[src/rtl/cpu_axi_rd_arbiter.sv]
`default_nettype none
// ============================================================================
//  Module      : cpu_axi_rd_arbiter
//  Description : Merges the instruction-fetch and data-side AXI read ports onto
//                the single CPU AXI read port, one burst at a time, holding off
//                data reads while any write is still unacknowledged.
//  Revision    : 1.0 - initial release
// ============================================================================
module cpu_axi_rd_arbiter #(
    parameter int MAX_WR_OUTSTANDING = 8
) (
    input  logic        clk,
    input  logic        rst,

    input  logic [31:0] i_araddr,
    input  logic [7:0]  i_arlen,
    input  logic [2:0]  i_arsize,
    input  logic        i_arvalid,
    output logic        i_arready,
    output logic [31:0] i_rdata,
    output logic        i_rlast,
    output logic        i_rvalid,
    input  logic        i_rready,

    input  logic [31:0] d_araddr,
    input  logic [7:0]  d_arlen,
    input  logic [2:0]  d_arsize,
    input  logic        d_arvalid,
    output logic        d_arready,
    output logic [31:0] d_rdata,
    output logic        d_rlast,
    output logic        d_rvalid,
    input  logic        d_rready,

    output logic [31:0] araddr,
    output logic [7:0]  arlen,
    output logic [2:0]  arsize,
    output logic        arvalid,
    input  logic        arready,
    input  logic [31:0] rdata,
    input  logic        rlast,
    input  logic        rvalid,
    output logic        rready,

    input  logic        awvalid,
    input  logic        awready,
    input  logic        bvalid,
    input  logic        bready
);

    localparam int c_cnt_w = $clog2(MAX_WR_OUTSTANDING + 1);
    localparam logic [c_cnt_w-1:0] c_cnt_max = c_cnt_w'(MAX_WR_OUTSTANDING);
    localparam logic [c_cnt_w-1:0] c_cnt_one = c_cnt_w'(1);

    typedef enum logic [2:0] {
        ST_IDLE = 3'd0,
        ST_AR_I = 3'd1,
        ST_AR_D = 3'd2,
        ST_R_I  = 3'd3,
        ST_R_D  = 3'd4
    } state_t;

    state_t               r_state;
    logic                 r_last_d;
    logic [c_cnt_w-1:0]   r_wr_cnt;
    logic [31:0]          r_araddr;
    logic [7:0]           r_arlen;
    logic [2:0]           r_arsize;
    logic                 r_arvalid;

    logic w_idle;
    logic w_d_ok;
    logic w_grant_d;
    logic w_grant_i;
    logic w_aw_hs;
    logic w_b_hs;
    logic w_r_done;

    // Data wins a tie unless it also won the previous grant.
    assign w_idle    = (r_state == ST_IDLE);
    assign w_d_ok    = d_arvalid & (r_wr_cnt == '0);
    assign w_grant_d = w_idle & w_d_ok & (~i_arvalid | ~r_last_d);
    assign w_grant_i = w_idle & i_arvalid & ~w_grant_d;

    assign w_aw_hs   = awvalid & awready;
    assign w_b_hs    = bvalid & bready;
    assign w_r_done  = rvalid & rready & rlast;

    assign i_arready = w_grant_i;
    assign d_arready = w_grant_d;

    assign araddr    = r_araddr;
    assign arlen     = r_arlen;
    assign arsize    = r_arsize;
    assign arvalid   = r_arvalid;

    assign rready    = ((r_state == ST_R_I) & i_rready) | ((r_state == ST_R_D) & d_rready);
    assign i_rvalid  = (r_state == ST_R_I) & rvalid;
    assign i_rlast   = (r_state == ST_R_I) & rlast;
    assign d_rvalid  = (r_state == ST_R_D) & rvalid;
    assign d_rlast   = (r_state == ST_R_D) & rlast;
    assign i_rdata   = rdata;
    assign d_rdata   = rdata;

    always_ff @(posedge clk or posedge rst) begin
        if (rst) begin
            r_state   <= ST_IDLE;
            r_last_d  <= 1'b0;
            r_araddr  <= '0;
            r_arlen   <= '0;
            r_arsize  <= '0;
            r_arvalid <= 1'b0;
        end else begin
            case (r_state)
                ST_IDLE: begin
                    if (w_grant_d) begin
                        r_state   <= ST_AR_D;
                        r_araddr  <= d_araddr;
                        r_arlen   <= d_arlen;
                        r_arsize  <= d_arsize;
                        r_arvalid <= 1'b1;
                        r_last_d  <= 1'b1;
                    end else if (w_grant_i) begin
                        r_state   <= ST_AR_I;
                        r_araddr  <= i_araddr;
                        r_arlen   <= i_arlen;
                        r_arsize  <= i_arsize;
                        r_arvalid <= 1'b1;
                        r_last_d  <= 1'b0;
                    end
                end
                ST_AR_I, ST_AR_D: begin
                    if (arready) begin
                        r_arvalid <= 1'b0;
                        r_state   <= (r_state == ST_AR_I) ? ST_R_I : ST_R_D;
                    end
                end
                ST_R_I, ST_R_D: begin
                    if (w_r_done) begin
                        r_state <= ST_IDLE;
                    end
                end
                default: r_state <= ST_IDLE;
            endcase
        end
    end

    // Outstanding-write counter saturates at both ends.
    always_ff @(posedge clk or posedge rst) begin
        if (rst) begin
            r_wr_cnt <= '0;
        end else if (w_aw_hs && !w_b_hs && (r_wr_cnt != c_cnt_max)) begin
            r_wr_cnt <= r_wr_cnt + c_cnt_one;
        end else if (w_b_hs && !w_aw_hs && (r_wr_cnt != '0)) begin
            r_wr_cnt <= r_wr_cnt - c_cnt_one;
        end
    end

endmodule
`default_nettype wire
[config.mk]
export PLATFORM = sky130hd
export DESIGN_NAME = cpu_axi_rd_arbiter
export DESIGN_NICKNAME = d
export VERILOG_FILES = /design/src/rtl/cpu_axi_rd_arbiter.sv
export SDC_FILE = /design/constraint.sdc
export NUM_CORES = 1
export LEC_CHECK = 0
export ABC_AREA = 1
export BUFFER_PORTS_ARGS = -buffer_cell sky130_fd_sc_hd__buf_4
export CAP_MARGIN = 0
export CORE_ASPECT_RATIO = 0.5
export CORE_MARGIN = 4
export CORE_UTILIZATION = 43
export CTS_CLUSTER_DIAMETER = 120
export DETAILED_ROUTE_END_ITERATION = 6
export PLACE_DENSITY_LB_ADDON = 0.3
export RECOVER_POWER = 100
export SLEW_MARGIN = 20
export SYNTH_ARGS = -nofsm -noshare
export SYNTH_HDL_FRONTEND = slang
export SYNTH_SLANG_ARGS = --single-unit
[constraint.sdc]
create_clock -name clk -period 3.25 [get_ports clk]
set_clock_uncertainty 0.05 [all_clocks]
set_input_delay 0.1625 -clock clk [delete_from_list [all_inputs] [get_ports clk]]
set_output_delay 0.1625 -clock clk [all_outputs]
set_load 0.05 [all_outputs]
==> metrics.md <==
| Metric | Value |
|---|---|
| Post-synthesis compound-gate area fraction | 9.84% |
| Root Buffer | clkbuf_16 |
| Drt drc | 0 |
| RSZ-0062 raised after global routing | false |
| Overall routing resource usage | 18.5% |
| EDFF count, synth | 0 |
| CTS sink count | 52 |
| Fraction of layout cells with a size suffix above 1 | 25.4% |
| Worst Path Required | 3.04 ns |
| XOR/XNOR Fraction of Synth Area | 0.864% |
| Non-Filler Instances | 548 |
| Area Overhead vs Synth | 21.0% |
| Die Area | 8560 µm² |
| First-pass GRT wire length | 12.5 mm |
| Drt wl/cell | 15.3 µm |
| Initial cell density of the core | between 40 and 50% |
| Cells after synthesis | 375 |
| IO Count | 246 |
| R2R cell count | 8 |
| Cell variety after synth | 23 |
| Met3 Wirelength | between 700 and 800 µm |
| DRT iter0 DRCs | 129 |
| Worst vdd ir | roughly 470 µV |
| Reg2reg setup slack | 0.58 ns |
| Simple-gate share of the synthesized area | 22.8% |
| Adder-cell share of the synthesized area | 1.48% |
| Worst min path class | primary input to flop |
| Layout Nets | about 590 |
| Crit path time final | roughly 2.8 ns |
| CTS Buf Count | 5 |
| Port Buf Inserts | 149 |
| Final setup viols | 0 |
| Largest family of logic cells by synthesized area | simple AND/OR/NAND/NOR gates |
| Max cap viols | 0 |
| Routed length on met2 | 4.44 mm |
| Post-DRT Antenna Nets | 0 |
| Worst R2R End | araddr[31] |
| F_max | 360 MHz |
| Worst-path clk slew | 0.07 ns |
| Synth cell count leaders | nand2_1 (78), nor2_1 (71), buf_4 (66) |
| Multiplexer area fraction after synthesis | 0% |
| FF-to-FF Start | r_state[0] |
| Count leader, synth | nand2_1 |
| Rows | 21 |
| Grt total ovfl | 0 |
| Largest net degree at the start of global routing | 36 |
| Main synth FF type | dfrtp_1 |
| Pwr/cell area | 1110 nW/µm² |
| Drt pass-1 iters | 4 |
| Setup TNS | 0 ns |
| Ys async rst share | 100% |
| GP Congestion | approximately 0.86 |
| CP max FO | 35 |
| Maximum root-to-sink buffer count | 2 |
| CP arrival | roughly 2.6 ns |
| Endpoints failing hold | 0 |
| Top cells by area, synth | dfrtp_1 (43%), buf_4 (16%), nand2_1 (9.6%) |
| Initial antenna violation count | 0 |
| Startpoint Class | flop |
| Vias in the first global route | approximately 2.5k |
| Worst Setup End Kind | primary output |
| Std-Cell Core Area | 6780 µm² |
| Worst-Margin Slew | 1.14 ns |
| Worst Setup SP | r_state[0] |
| Avg Cell Area, Syn | 8.11 µm² |
| Outcome | completed |
| WL met1 | 3.14 mm |
| ANT cells | 0 |
| Cell Area, Synth | between 3000 and 4000 µm² |
| Drt total wl | 8.37 mm |
| Yosys warns | 0 |
| LEAKAGE | 0.00181 µW |
| Die W | 127 µm |
| Max-slew headroom | 23.9% |
| Placed Cells | roughly 540 |
| CTS tree | built |
| Cell taking the most area after synthesis | dfrtp_1 |
| Worst-skew pair later-pin latency | 0.29 ns |
| Post-DP HPWL | 6.52 mm |
| Die height | 67.5 µm |
| Filler cell count in the final layout | between 700 and 800 |
| Critical setup path kind | flop to primary output |
| Via Count | between 2k and 3k |
| H-Tree Level Count | 2 |
| Slew Limit Fails | 0 |
| Via density | 4.76 |
| Post-synthesis register bit count | 52 |
| Synth Net Count | 509 |
| Synth top area share | ~43% |
| End of the critical path | d_arready |
| Top routing layer in use | met4 |
| Register area share after synthesis | between 40% and 50% |
| Part of the cycle the worst path needs | a little under nine tenths |
worst max-delay path, stage by stage (launching register included):
cell     delay (ns)
dfrtp_1        0.46
nor2_1         0.27
nand2_2        0.11
nor2_1         0.18
nand2_4        0.26
inv_1          0.64
buf_4          0.32
sequential cells by signal (all words and copies together) (netlist names):
register	flops
arsize	3
r_last_d	1
r_wr_cnt	4
araddr	32
arlen	8
r_state	3
arvalid	1
stage by stage:
step	utilization (%)	area (µm²)	hold WS (ns)	setup WS (ns)	power, µW
floorplan	-	3040	0.257	1.52	3240
global placement	54.4	3690	0.248	1.08	3730
detailed placement	54.4	3690	0.249	1.03	3750
CTS	57.3	3880	0.0413	0.706	4410
global route	54.3	3680	0.0551	0.262	4380
finish	54.3	3680	0.0473	0.475	4090
layout by cell type, fill, tap and decap left out:
cell type / n
inv_2: 1
fa_1: 1
nor2_1: 73
clkbuf_8: 2
xor2_1: 3
dfrtp_1: 52
nand2_2: 1
a31oi_1: 23
nor2_2: 1
nand2_4: 1
clkbuf_1: 49
buf_4: 100
a21oi_1: 3
nand2_1: 79
bufinv_16: 1
and3_1: 1
dlygate4sd3_1: 1
clkbuf_16: 5
o21ai_0: 3
clkbuf_4: 1
nand3_1: 9
clkbuf_2: 3
ha_1: 2
inv_1: 15
nand4_1: 5
o22ai_1: 20
nor3_1: 1
where the power goes:
part / switching, µW / internal (µW) / total (µW)
clock network: 237 / 406 / 643
registers: 189 / 974 / 1160
logic: 1750 / 537 / 2280
kinds of logic (layout without fill, tap and decap cells):
group,count (synthesis),count (layout)
fa+ha+maj,3,3
simple gates,171,171
xor+xnor,3,3
compound gates,49,49
buf+inv,97,178
flops,52,52
repair_timing:
action	4_1_cts	5_1_grt
buffers inserted	0	0
hold buffers	1	0
hold endpoints to repair	29	0
gates resized for setup	0	0
metal layers:
metal	track usage (%)	vias up
li1	-	1317
met1	20.8	1170
met2	32.9	108
met5	0	-
met4	6.28	0
met3	7.03	13
final cells by class:
type	instances	area, µm²	area share [%]
clock buffers	7	153	4.15
clock inverters	1	30.0	0.816
inverters	16	60.1	1.63
multi-input cells	226	1050	28.6
flip-flops and latches	52	1300	35.4
well taps	92	115	3.13
repair buffers	154	967	26.3
worst min-delay path by stage:
stage | slack [ns] | to | cells past startpoint | startpoint
floorplan | 0.26 | araddr[13] | 2 | i_araddr[13]
global placement | 0.25 | arlen[3] | 2 | rst
detailed placement | 0.25 | arlen[4] | 2 | rst
CTS | 0.04 | arsize[1] | 3 | i_arsize[1]
global route | 0.06 | araddr[27] | 3 | i_araddr[27]
finish | 0.05 | arsize[1] | 3 | i_arsize[1]
Power figures use the tool's default switching activity.
